File: src/rtl/instr_fetch_unit_if.sv
// Fetch-stage bus bundle: controller/memory side (master) and fetch unit (slave).
// The fetch-count signal exists only when IFETCH_CNT_EN is defined.
interface instr_fetch_unit_if;
  logic        stall_i;
  logic        flush_i;
  logic        branch_i;
  logic [31:0] branch_addr_i;
  logic [31:0] instr_i;
  logic [31:0] instr_addr_o;
  logic [31:0] ifid_instr_o;
  logic [31:0] ifid_pc4_o;
  logic        ifid_valid_o;
`ifdef IFETCH_CNT_EN
  logic [31:0] ifetch_cnt_o;

  modport master (
    output stall_i, flush_i, branch_i, branch_addr_i, instr_i,
    input  instr_addr_o, ifid_instr_o, ifid_pc4_o, ifid_valid_o, ifetch_cnt_o
  );
  modport slave (
    input  stall_i, flush_i, branch_i, branch_addr_i, instr_i,
    output instr_addr_o, ifid_instr_o, ifid_pc4_o, ifid_valid_o, ifetch_cnt_o
  );
`else
  modport master (
    output stall_i, flush_i, branch_i, branch_addr_i, instr_i,
    input  instr_addr_o, ifid_instr_o, ifid_pc4_o, ifid_valid_o
  );
  modport slave (
    input  stall_i, flush_i, branch_i, branch_addr_i, instr_i,
    output instr_addr_o, ifid_instr_o, ifid_pc4_o, ifid_valid_o
  );
`endif
endinterface

File: src/rtl/instr_fetch_unit.sv
// Instruction fetch stage: word-aligned PC register plus the IF/ID pipeline register.
// Optional saturating fetch counter is compiled in when IFETCH_CNT_EN is defined.
module instr_fetch_unit #(
  parameter logic [31:0] RESET_PC = 32'h0000_0000
) (
  input logic               clk_i,
  input logic               rst_i,
  instr_fetch_unit_if.slave bus
);

  localparam logic [31:0] ALIGN_MASK = 32'hFFFF_FFFC;

  logic [31:0] pc_reg;
  logic [31:0] pc_next;
  logic [31:0] pc_plus4;
  logic [31:0] ifid_instr_reg;
  logic [31:0] ifid_pc4_reg;
  logic        ifid_valid_reg;
  logic        ifid_load;

  // Wraps modulo 2^32; low bits stay zero because every PC source is masked.
  assign pc_plus4  = pc_reg + 32'd4;
  assign ifid_load = !bus.flush_i && !bus.stall_i;

  // A redirect wins over a stall so a taken branch is never lost.
  always_comb begin
    pc_next = pc_plus4;
    if (bus.branch_i) begin
      pc_next = bus.branch_addr_i & ALIGN_MASK;
    end else if (bus.stall_i) begin
      pc_next = pc_reg;
    end
  end

  always_ff @(posedge clk_i) begin
    if (!rst_i) begin
      pc_reg <= RESET_PC & ALIGN_MASK;
    end else begin
      pc_reg <= pc_next;
    end
  end

  // Flush beats stall; a branch alone still loads the sequential word.
  always_ff @(posedge clk_i) begin
    if (!rst_i || bus.flush_i) begin
      ifid_instr_reg <= 32'h0;
      ifid_pc4_reg   <= 32'h0;
      ifid_valid_reg <= 1'b0;
    end else if (!bus.stall_i) begin
      ifid_instr_reg <= bus.instr_i;
      ifid_pc4_reg   <= pc_plus4;
      ifid_valid_reg <= 1'b1;
    end
  end

  assign bus.instr_addr_o = pc_reg;
  assign bus.ifid_instr_o = ifid_instr_reg;
  assign bus.ifid_pc4_o   = ifid_pc4_reg;
  assign bus.ifid_valid_o = ifid_valid_reg;

`ifdef IFETCH_CNT_EN
  logic [31:0] ifetch_cnt_reg;

  always_ff @(posedge clk_i) begin
    if (!rst_i) begin
      ifetch_cnt_reg <= 32'h0;
    end else if (ifid_load && (ifetch_cnt_reg != 32'hFFFF_FFFF)) begin
      ifetch_cnt_reg <= ifetch_cnt_reg + 32'd1;
    end
  end

  assign bus.ifetch_cnt_o = ifetch_cnt_reg;
`endif

endmodule

File: src/flat_wrapper.sv
// flat-port wrapper written by rule: the top's interface ports become plain ports
module instr_fetch_unit_flat 
#(
  parameter logic [31:0] RESET_PC = 32'h0000_0000
)
  (clk_i, rst_i, bus_stall_i, bus_flush_i, bus_branch_i, bus_branch_addr_i, bus_instr_i, bus_instr_addr_o, bus_ifid_instr_o, bus_ifid_pc4_o, bus_ifid_valid_o);
  instr_fetch_unit_if bus_i ();
  input logic clk_i;
  input logic rst_i;
  input wire logic [$bits(bus_i.stall_i)-1:0] bus_stall_i;
  input wire logic [$bits(bus_i.flush_i)-1:0] bus_flush_i;
  input wire logic [$bits(bus_i.branch_i)-1:0] bus_branch_i;
  input wire logic [$bits(bus_i.branch_addr_i)-1:0] bus_branch_addr_i;
  input wire logic [$bits(bus_i.instr_i)-1:0] bus_instr_i;
  output wire logic [$bits(bus_i.instr_addr_o)-1:0] bus_instr_addr_o;
  output wire logic [$bits(bus_i.ifid_instr_o)-1:0] bus_ifid_instr_o;
  output wire logic [$bits(bus_i.ifid_pc4_o)-1:0] bus_ifid_pc4_o;
  output wire logic [$bits(bus_i.ifid_valid_o)-1:0] bus_ifid_valid_o;
  assign bus_i.stall_i = bus_stall_i;
  assign bus_i.flush_i = bus_flush_i;
  assign bus_i.branch_i = bus_branch_i;
  assign bus_i.branch_addr_i = bus_branch_addr_i;
  assign bus_i.instr_i = bus_instr_i;
  assign bus_instr_addr_o = bus_i.instr_addr_o;
  assign bus_ifid_instr_o = bus_i.ifid_instr_o;
  assign bus_ifid_pc4_o = bus_i.ifid_pc4_o;
  assign bus_ifid_valid_o = bus_i.ifid_valid_o;
  instr_fetch_unit #(.RESET_PC(RESET_PC)) u_core (.clk_i(clk_i), .rst_i(rst_i), .bus(bus_i));
endmodule
File: config.mk
export PLATFORM = sky130hd
export DESIGN_NAME = instr_fetch_unit_flat
export DESIGN_NICKNAME = d
export VERILOG_FILES = /design/src/rtl/instr_fetch_unit_if.sv /design/src/rtl/instr_fetch_unit.sv /design/src/flat_wrapper.sv
export SDC_FILE = /design/constraint.sdc
export NUM_CORES = 1
export LEC_CHECK = 0
export BUFFER_PORTS_ARGS = -buffer_cell sky130_fd_sc_hd__buf_2
export CORE_MARGIN = 2
export CORE_UTILIZATION = 45
export CTS_CLUSTER_DIAMETER = 80
export DETAILED_ROUTE_END_ITERATION = 8
export MAX_ROUTING_LAYER = met4
export PLACE_DENSITY = 0.77
export SYNTH_ARGS = -nofsm -noshare
export SYNTH_HDL_FRONTEND = slang
export SYNTH_SLANG_ARGS = --single-unit
File: constraint.sdc
create_clock -name clk_i -period 2 [get_ports clk_i]
set_input_delay 0.3 -clock clk_i [delete_from_list [all_inputs] [get_ports clk_i]]
set_output_delay 0.3 -clock clk_i [all_outputs]
set_load 0.005 [all_outputs]
==> qor.txt, run 1 <==
Initial Utilization: 0.457
Slew @ Worst Pin: 0.716 ns
fin util: 0.601
DRT Pass-1 Iters: 4
nets@finish: 749
fraction of registers with async set/reset: 0
critical path buffer and inverter count: 1
leak pwr: 2.57 nW
first-pass GRT wire length: 17,700 µm
via count: 4,080
vias per cell: 4.99
Yosys cell types: 46
crit-path cells: nand4_1 > or4_4 > buf_12 > nor4_4 > xnor2_1 > a211oi_1
setup TNS: 0 ns
max_slew headroom: 0.523
crit path from: u_core.bus.instr_addr_o[12]
Iter 0 DRT Violations: 212
CTS Root Buffer Type: clkbuf_8
WL/cell: 14.5 µm
Diodes inserted: 0
share of cells above drive strength 1: 0.382
I/O Pins: 166
gr usage total: 0.217
Hold Path Class: in2reg
hold path cells: 3
top cells by area, synth: dfxtp_1 (42%), mux2i_1 (8.2%), xnor2_1 (7.3%)
unrepaired setup endpoints after global routing: false
Cell Rows: 36
DP HPWL: 8840 µm
cell area after layout: 5800 µm²
area of the core: 9640 µm²
pin count of the biggest net entering global routing: 55
Top FF cell, synth: dfxtp_1
Seq/Total Area, Yosys: 0.422
worst-case vdd ir drop: 0.317 mV
Die Ht: 103 µm
final count of hold timing violations: 0
Post-Route WL: 11,900 µm
area share of the largest cell type after synthesis: 0.422
DRT antenna net count: 0
CP Data Required Time: 2.27 ns
CP Launch Type: flop
initial antenna violation count: 0
CP Max Fanout: 6
Hold-fix buffers, CTS: 0
IO buf count: 159
Levels on crit path: 6
Fill cells: 853
run status: finished, final reports clean
Final Max Tran Viols: 0
CP delay by family, top: simple AND/OR/NAND/NOR gates
Yosys warning count: 0
Synth Cell Area: 4410 µm²
CP max-delay cell: or4_4
Crit Path Class: reg2reg
Hold Slack: 0.157 ns
CTS Buf Count: 9
DRC: 0
clk sink count: 93
placement-stage cell area: 5520 µm²
worst reg-to-reg path cell count: 6
area delta synth->final: 31.5%
CTS clock-pin slew for the worst setup and hold paths: 0.10 ns
Final Skew: 0.0122 ns
vias in the first global route: 3,651
Max-Cap Viols: 0
Max Fclk: 524 MHz
most common cell in the synthesized netlist: dfxtp_1
Post-synth EDFFs: 0
FF-to-FF Start: u_core.bus.instr_addr_o[12]
period utilization: 0.955
Tmin final: 1.91 ns
CTS tree: done
reg2reg setup slack: 0.09 ns
Power Density: 670 nW/µm²
die area: 10,600 µm²
clk_lat worst skew: 0.37 ns
most frequent cells after synthesis: dfxtp_1 (93), nor2_1 (72), nand2_1 (39)
crit-path max cell delay: 0.51 ns
H-tree Lvls: 3
Setup violations, final: 0
grt total ovfl: 0
GP Congestion: 0.894
CP Data Arrival Time: 2.18 ns
Max clock buf depth: 2
Syn Inst Count: 505
DIE WIDTH: 103 µm
Seq cells post-synth: 93
Mapped Avg Cell Area: 8.73 µm²
Synth area leader: dfxtp_1
crit end category: flop
Critical Path End: u_core.bus.ifid_pc4_o[31]
terminus of the critical flop-to-flop path: u_core.bus.ifid_pc4_o[31]
[how the worst min path moves through the flow]
stage	start	to
6_report	bus_instr_i[1]	u_core.bus.ifid_instr_o[1]
5_1_grt	bus_instr_i[25]	u_core.bus.ifid_instr_o[25]
4_1_cts	bus_instr_i[5]	u_core.bus.ifid_instr_o[5]
3_5_place_dp	u_core.bus.ifid_valid_o	u_core.bus.ifid_valid_o
3_3_place_gp	u_core.bus.ifid_valid_o	u_core.bus.ifid_valid_o
2_1_floorplan	bus_branch_addr_i[16]	u_core.bus.instr_addr_o[16]
[layout make-up]
| class | instances | area [µm²] | share of cell area |
|---|---|---|---|
| Clock inverter | 6 | 71.3 | 0.0123 |
| Inverter | 6 | 22.5 | 0.00389 |
| Tap cell | 133 | 166 | 0.0287 |
| Clock buffer | 10 | 138 | 0.0237 |
| Multi-Input combinational cell | 366 | 2350 | 0.405 |
| Sequential cell | 93 | 1880 | 0.325 |
| Timing Repair Buffer | 203 | 1170 | 0.201 |
[placed cells by master, fill, tap and decap left out, types with 2 or more instances in the layout]
master,n
nor3_2,6
a211oi_1,14
mux2i_1,36
clkinv_4,2
or3_1,5
nor2_1,72
nor4_1,4
nand4_2,2
buf_2,158
nor4_2,2
dfxtp_4,3
dfxtp_1,81
a21oi_1,34
nor2_2,4
clkbuf_8,10
nor3_1,9
nand2_1,39
buf_12,3
or4_4,2
buf_4,42
xor2_1,15
clkinv_1,2
nand3b_1,2
or2_2,3
o21ai_0,34
inv_1,4
dfxtp_2,9
nand4_1,10
conb_1,4
and2_1,7
nor4_4,3
nand3_1,8
xnor2_1,37
[flip-flops by register name, summed over array words and instances, names as in the netlist]
register and count:
u_core.bus.ifid_instr_o 32, u_core.bus.ifid_pc4_o 30, u_core.bus.instr_addr_o 30, u_core.bus.ifid_valid_o 1
[power by group]
group / leakage, nW / total [mW] / internal, mW / switching (mW)
sequential: 0.767 / 2.01 / 1.94 / 0.0748
clock: 0.104 / 1.31 / 0.623 / 0.687
combinational: 1.70 / 0.566 / 0.271 / 0.295
total: 2.57 / 3.89 / 2.83 / 1.06
[logic make-up (layout without fill, tap and decap cells)]
logic type      count (synthesis)  count (layout)  synth area share
compound gates                 87              87             0.111
xor+xnor                       52              52             0.103
fa+ha+maj                       1               1           0.00284
buf+inv                        49             225            0.0528
flops                          93              93             0.422
mux                            36              36            0.0817
other cells                     1               4          0.000850
simple gates                  186             186             0.225
[worst register-to-register path, stage by stage (launching register included)]
cell	delay [ns]
dfxtp_4	0.38
nand4_1	0.12
or4_4	0.51
buf_12	0.15
nor4_4	0.29
xnor2_1	0.14
a211oi_1	0.22
[per-layer routing]
| metal | vias up | GRT usage | part of all wire |
|---|---|---|---|
| met1 | 1859 | 0.294 | 0.45 |
| met5 | - | - | 0 |
| li1 | 2071 | - | - |
| met4 | 0 | 0.0658 | 0.012 |
| met2 | 139 | 0.336 | 0.48 |
| met3 | 11 | 0.0305 | 0.061 |
[per-stage QoR]
stage,setup slack (ns),cells,total power [mW]
after floorplan,0.0305,508,2.34
after global placement,0.0938,799,2.59
after detailed placement,0.0434,799,2.61
after CTS,0.0129,815,3.89
after global routing,0.0131,817,4.06
final,0.0899,817,3.89
[what timing repair did]
action	4_1_cts	5_1_grt
buffers inserted	0	2
endpoints found under the setup margin	0	9
resized for setup	0	19
Note: power is estimated with default switching activity, not from simulation.
==> run 2, diff against run 1 <==
Settings changed: CORE_UTILIZATION 45 to 46, CTS_BUF_LIST from default to sky130_fd_sc_hd__clkbuf_4, PLACE_DENSITY 0.77 to 0.79, SKIP_LAST_GASP from default to 1.
==> run 2 against run 1 <==
Clock power down 25%. Design area shrank 2.3%. Setup slack got worse by 0.069 ns. Clock skew rose by 0.012 ns. Register-to-register slack got worse by 0.07 ns. Flip-flop and latch count unchanged. Hold slack worse by 0.10 ns. Critical path depth is 1 higher. Combinational power hardly changed. Fmax down 3.5%. Power is 8.5% lower.
==> qor.txt, run 2 (synthesis gave the netlist of run 1 again) <==
IO buf count: 159 (unchanged)
gr usage total: 0.230 (+0.0137)
Crit Path Class: reg2reg
CTS tree: done
GP Congestion: 0.871 (-2.5%)
WL/cell: 14.5 µm (-0.16%)
worst-case vdd ir drop: 0.358 mV (+13%)
Hold Slack: 0.0569 ns (-0.0997 ns)
vias per cell: 5.07 (+1.5%)
Sw Ratio: 0.299 (+0.0273)
Hold Path Class: in2reg
CP Data Required Time: 2.34 ns (+0.07 ns)
Initial Utilization: 0.475 (+0.0175)
proportion of power drawn by the clock network: 0.278 (-0.059)
CP max-delay cell: or4_4
grt total ovfl: 0 (unchanged)
pre-CTS setup slack: 0.0637 ns (+0.0203 ns)
CTS Root Buffer Type: clkbuf_4
leak pwr: 2.52 nW (-2.1%)
period utilization: 0.990 (+0.0347)
Die Ht: 102 µm (-1.0%)
clk_lat worst skew: 0.46 ns (+0.09 ns)
Tmin final: 1.98 ns (+0.0695 ns)
nets@finish: 748 (-0.13%)
total power draw: 3.56 mW (-8.5%)
CP Max Fanout: 8 (+2)
vias in the first global route: 3,861 (+5.8%)
H-tree Lvls: 3 (unchanged)
Critical Path End: u_core.bus.instr_addr_o[16]
DP HPWL: 9020 µm (+2.1%)
FF-to-FF Start: u_core.bus.instr_addr_o[3]
Final Skew: 0.0239 ns (+0.0117 ns)
Hold-fix buffers, CTS: 0 (unchanged)
Iter 0 DRT Violations: 209 (-1.4%)
area of the core: 9280 µm² (-3.7%)
most frequent cells in the layout: buf_2 (158), dfxtp_1 (86), nor2_1 (72)
sequential share of power: 0.564 (+0.047)
CP Data Arrival Time: 2.32 ns (+0.14 ns)
DIE WIDTH: 102 µm (-1.0%)
Diodes inserted: 0 (unchanged)
unrepaired setup endpoints after global routing: true
die area: 10,400 µm² (-2.1%)
first-pass GRT wire length: 18,500 µm (+4.8%)
DRC: 0 (unchanged)
final count of hold timing violations: 0 (unchanged)
Switch Pwr: 1.06 mW (+0.72%)
Power Density: 628 nW/µm² (-6.3%)
DRT Pass-1 Iters: 5 (+1)
Max Fclk: 505 MHz (-3.5%)
internal power: 2.49 mW (-12%)
most common cell after layout, fill and taps aside: buf_2
CTS clock-pin slew for the worst setup and hold paths: 0.17 ns (+0.07 ns)
reg2reg setup slack: 0.02 ns (-0.07 ns)
crit-path cells: ha_2 > nand2_2 > or4_4 > buf_4 > nor3_1 > xnor2_1 > o21ai_0
pin count of the biggest net entering global routing: 55 (unchanged)
I/O Pins: 166 (unchanged)
initial antenna violation count: 0 (unchanged)
Fill cells: 847 (-0.70%)
worst reg-to-reg path cell count: 7 (+1)
crit-path max cell delay: 0.62 ns (+0.11 ns)
DRT antenna net count: 0 (unchanged)
Post-Route WL: 11,800 µm (-0.77%)
fin util: 0.610 (+0.00846)
terminus of the critical flop-to-flop path: u_core.bus.instr_addr_o[16]
final worst slack: 0.0204 ns (-0.0695 ns)
Final Max Tran Viols: 0 (unchanged)
Max clock buf depth: 2 (unchanged)
Max-Cap Viols: 0 (unchanged)
Cell Rows: 35 (-2.8%)
via count: 4,116 (+0.88%)
CTS Buf Count: 9 (unchanged)
run status: finished, final reports clean
CP Launch Type: flop
Slew @ Worst Pin: 0.691 ns (-0.0248 ns)
clk sink count: 93 (unchanged)
max FFs per register: 32 (unchanged)
max_slew headroom: 0.539 (+0.0165)
crit path from: u_core.bus.instr_addr_o[3]
share of cells above drive strength 1: 0.372 (-0.00969)
crit end category: flop
Setup violations, final: 0 (unchanged)
area delta synth->final: 28.4%
Comb power frac: 0.158 (+0.012)
[run 2: power groups by stage]
stage,Sequential (mW),Combinational (mW),Clock (mW)
floorplan,2.05,0.290,0
global placement,2.04,0.545,0
detailed placement,2.05,0.560,0
CTS,2.01,0.563,1.01
global route,2.02,0.620,1.08
finish,2.01,0.563,0.988
[run 2: what timing repair did]
item,CTS,global route
hold endpoints to repair,0,0
resized for setup,0,9
buffers inserted,0,2
setup endpoints to repair,0,11
[run 2: worst max-delay path: cells and delay by family, from the launching register on]
| kind | cells | cell delay [ns] |
|---|---|---|
| AOI/OAI and AO/OA | 1 | 0.10 |
| adders and majority gates | 1 | 0.18 |
| buffers and inverters | 1 | 0.18 |
| xor gates and xnor gates | 1 | 0.14 |
| and+or+nand+nor | 3 | 0.88 |
| DFF | 1 | 0.39 |
[run 2: how the worst min path moves through the flow]
stage                                   startpoint                          end  slack [ns]  cells after the start
after CTS                           bus_instr_i[2]   u_core.bus.ifid_instr_o[2]        0.05                      3
after global routing                bus_instr_i[6]   u_core.bus.ifid_instr_o[6]        0.04                      3
final                              bus_instr_i[14]  u_core.bus.ifid_instr_o[14]        0.06                      3
after global placement     u_core.bus.ifid_valid_o      u_core.bus.ifid_valid_o        0.43                      2
after floorplan              bus_branch_addr_i[16]  u_core.bus.instr_addr_o[16]        0.44                      2
after detailed placement  u_core.bus.ifid_pc4_o[9]     u_core.bus.ifid_pc4_o[9]        0.45                      2
[run 2: metal layers]
metal	wire length [µm]	global-route usage
met1	5190	0.300
met3	645	0.0328
met2	5670	0.360
met4	282	0.0964
met5	0	-
[run 2: area by class of cell]
class,count,area (µm²),area share
timing repair buffer,202,1130,0.200
sequential,93,1880,0.332
inverter,6,22.5,0.00398
clock buffer,9,67.6,0.0119
clock inverter,7,62.6,0.0110
multi-input combinational,366,2340,0.413
tap,129,161,0.0285
[run 2: stage by stage]
stage	TNS, ns	cells	cell area [µm²]
finish	0	812	5660
CTS	0	810	5630
floorplan	0	508	4430
global route	-0.156	812	5660
global placement	0	794	5500
detailed placement	0	794	5500
==> run 3, diff against run 2 <==
Settings changed: PLACE_DENSITY 0.79 to 0.83.
==> run 3 against run 2 <==
Flip-flop and latch count is the same. Core utilization grew 0.78 points. Sequential share of layout area shrank 0.33 points. Setup slack gained 0.049 ns. Clock power grew 5%. First-iteration DRC count grew 8.6%. Non-clock buffer count grew 3. Count of clock-buffer cells in the layout is the same. Global-route usage shrank 0.066 points. Clock skew shrank 0.0056 ns. Wire length grew 3.0%. Largest cell class unchanged.
==> qor.txt, run 3 (synthesis gave the netlist of run 1 again) <==
Sw Ratio: 0.283 (-0.0162)
hold endpoint: u_core.bus.ifid_instr_o[23]
Slew @ Worst Pin: 0.727 ns (+0.0363 ns)
DP HPWL: 9000 µm (-0.29%)
sequential share of power: 0.556 (-0.008)
clk sink count: 93 (unchanged)
terminus of the critical flop-to-flop path: u_core.bus.instr_addr_o[31]
Power Density: 631 nW/µm² (+0.36%)
vias per cell: 5.23 (+3.1%)
Final Max Tran Viols: 0 (unchanged)
Hold Slack: 0.0841 ns (+0.0272 ns)
grt total ovfl: 0 (unchanged)
total power draw: 3.62 mW (+1.6%)
hold path cells: 3 (unchanged)
Max-Cap Viols: 0 (unchanged)
Final Skew: 0.0183 ns (-0.00560 ns)
Setup violations, final: 0 (unchanged)
I/O Pins: 166 (unchanged)
final count of hold timing violations: 0 (unchanged)
area of the core: 9280 µm² (unchanged)
CTS tree: done
FF-to-FF Start: u_core.bus.instr_addr_o[11]
Hold Path Class: in2reg
die area: 10,400 µm² (unchanged)
fin util: 0.618 (+0.00782)
Die Ht: 102 µm (unchanged)
share of cells above drive strength 1: 0.380 (+0.00767)
IO buf count: 159 (unchanged)
vias in the first global route: 3,893 (+0.83%)
DIE WIDTH: 102 µm (unchanged)
max_slew headroom: 0.515 (-0.0242)
nets@finish: 751 (+0.40%)
Diodes inserted: 0 (unchanged)
Iter 0 DRT Violations: 227 (+8.6%)
WL/cell: 14.9 µm (+2.7%)
period utilization: 0.965 (-0.0246)
pin count of the biggest net entering global routing: 53 (-3.6%)
Cell Rows: 35 (unchanged)
CP Launch Type: flop
unrepaired setup endpoints after global routing: true
via count: 4,255 (+3.4%)
reg2reg setup slack: 0.07 ns (+0.05 ns)
Initial Utilization: 0.475 (unchanged)
max FFs per register: 32 (unchanged)
area delta synth->final: 30.1%
Hold Path Origin: bus_instr_i[23]
gr usage total: 0.230 (-0.000659)
DRT antenna net count: 0 (unchanged)
GP Congestion: 0.916 (+5.2%)
worst reg-to-reg path cell count: 6 (-1)
first-pass GRT wire length: 18,500 µm (about the same)
leak pwr: 2.54 nW (+0.92%)
Tmin final: 1.93 ns (-0.0493 ns)
Hold-fix buffers, CTS: 0 (unchanged)
H-tree Lvls: 3 (unchanged)
DRC: 0 (unchanged)
CTS clock-pin slew for the worst setup and hold paths: 0.15 ns (-0.02 ns)
clk_lat worst skew: 0.43 ns (-0.03 ns)
DRT Pass-1 Iters: 5 (unchanged)
Comb power frac: 0.156 (-0.002)
Switch Pwr: 1.02 mW (-3.9%)
setup TNS: 0 ns (unchanged)
most common cell after layout, fill and taps aside: buf_2
CP Data Arrival Time: 2.25 ns (-0.07 ns)
Max Fclk: 518 MHz (+2.6%)
Max clock buf depth: 2 (unchanged)
initial antenna violation count: 0 (unchanged)
Crit Path Class: reg2reg
CP Data Required Time: 2.32 ns (-0.02 ns)
Post-Route WL: 12,100 µm (+3.0%)
run status: finished, final reports clean
CTS Buf Count: 9 (unchanged)
most frequent cells in the layout: buf_2 (158), dfxtp_1 (82), nor2_1 (72)
worst-case vdd ir drop: 0.306 mV (-14%)
CTS Root Buffer Type: clkbuf_4
proportion of power drawn by the clock network: 0.288 (+0.010)
crit end category: flop
CP Max Fanout: 10 (+2)
cell area after layout: 5730 µm² (+1.3%)
internal power: 2.59 mW (+4.0%)
placement-stage cell area: 5510 µm² (+0.27%)
run 3: cell type report:
type / instances / area [µm²]
inverter: 6 / 22.5
clock inverter: 6 / 71.3
clock buffer: 9 / 67.6
multi-input combinational: 366 / 2330
timing repair buffer: 205 / 1190
fill: 793 / 3550
sequential: 93 / 1880
tap: 129 / 161
run 3: repair_timing:
item,in CTS,in global routing
gates resized for setup,0,14
endpoints found under the setup margin,0,15
buffers inserted,0,8
run 3: metal layers:
metal | GRT usage | vias up | wire, µm | share of wire
met2 | 0.374 | 198 | 5840 | 0.48
li1 | - | 2069 | - | -
met5 | - | - | 0 | 0
met4 | 0.0779 | 0 | 198 | 0.016
met1 | 0.297 | 1958 | 5310 | 0.44
met3 | 0.0274 | 30 | 796 | 0.066
run 3: worst max-delay path by stage:
stage                                startpoint                          end  depth (start not counted)
floorplan            u_core.bus.instr_addr_o[2]    u_core.bus.ifid_pc4_o[22]                          7
global placement     u_core.bus.instr_addr_o[3]    u_core.bus.ifid_pc4_o[22]                          6
detailed placement  u_core.bus.instr_addr_o[12]  u_core.bus.instr_addr_o[31]                          6
CTS                  u_core.bus.instr_addr_o[3]    u_core.bus.ifid_pc4_o[22]                          6
global route        u_core.bus.instr_addr_o[11]  u_core.bus.instr_addr_o[31]                          6
finish              u_core.bus.instr_addr_o[11]  u_core.bus.instr_addr_o[31]                          6
run 3: worst max-delay path: stages, from the launching register on:
cell     delay [ns]
dfxtp_4        0.39
nand4_1        0.14
or4_4          0.53
buf_12         0.16
nor4_4         0.26
mux2i_1        0.28
o21ai_1        0.07
run 3: power groups by stage:
stage          Sequential [mW]  Combinational [mW]  Clock, mW
6_report                  2.01               0.563       1.04
5_1_grt                   2.02               0.618       1.13
4_1_cts                   2.01               0.562       1.06
3_5_place_dp              2.05               0.559          0
3_3_place_gp              2.04               0.542          0
2_1_floorplan             2.05               0.290          0
run 3: per-stage QoR:
| step | std cells | worst slack [ns] |
|---|---|---|
| 2_1_floorplan | 508 | 0.0305 |
| 3_3_place_gp | 791 | 0.101 |
| 3_5_place_dp | 791 | 0.0425 |
| 4_1_cts | 806 | 0.0121 |
| 5_1_grt | 814 | -0.0123 |
| 6_report | 814 | 0.0697 |
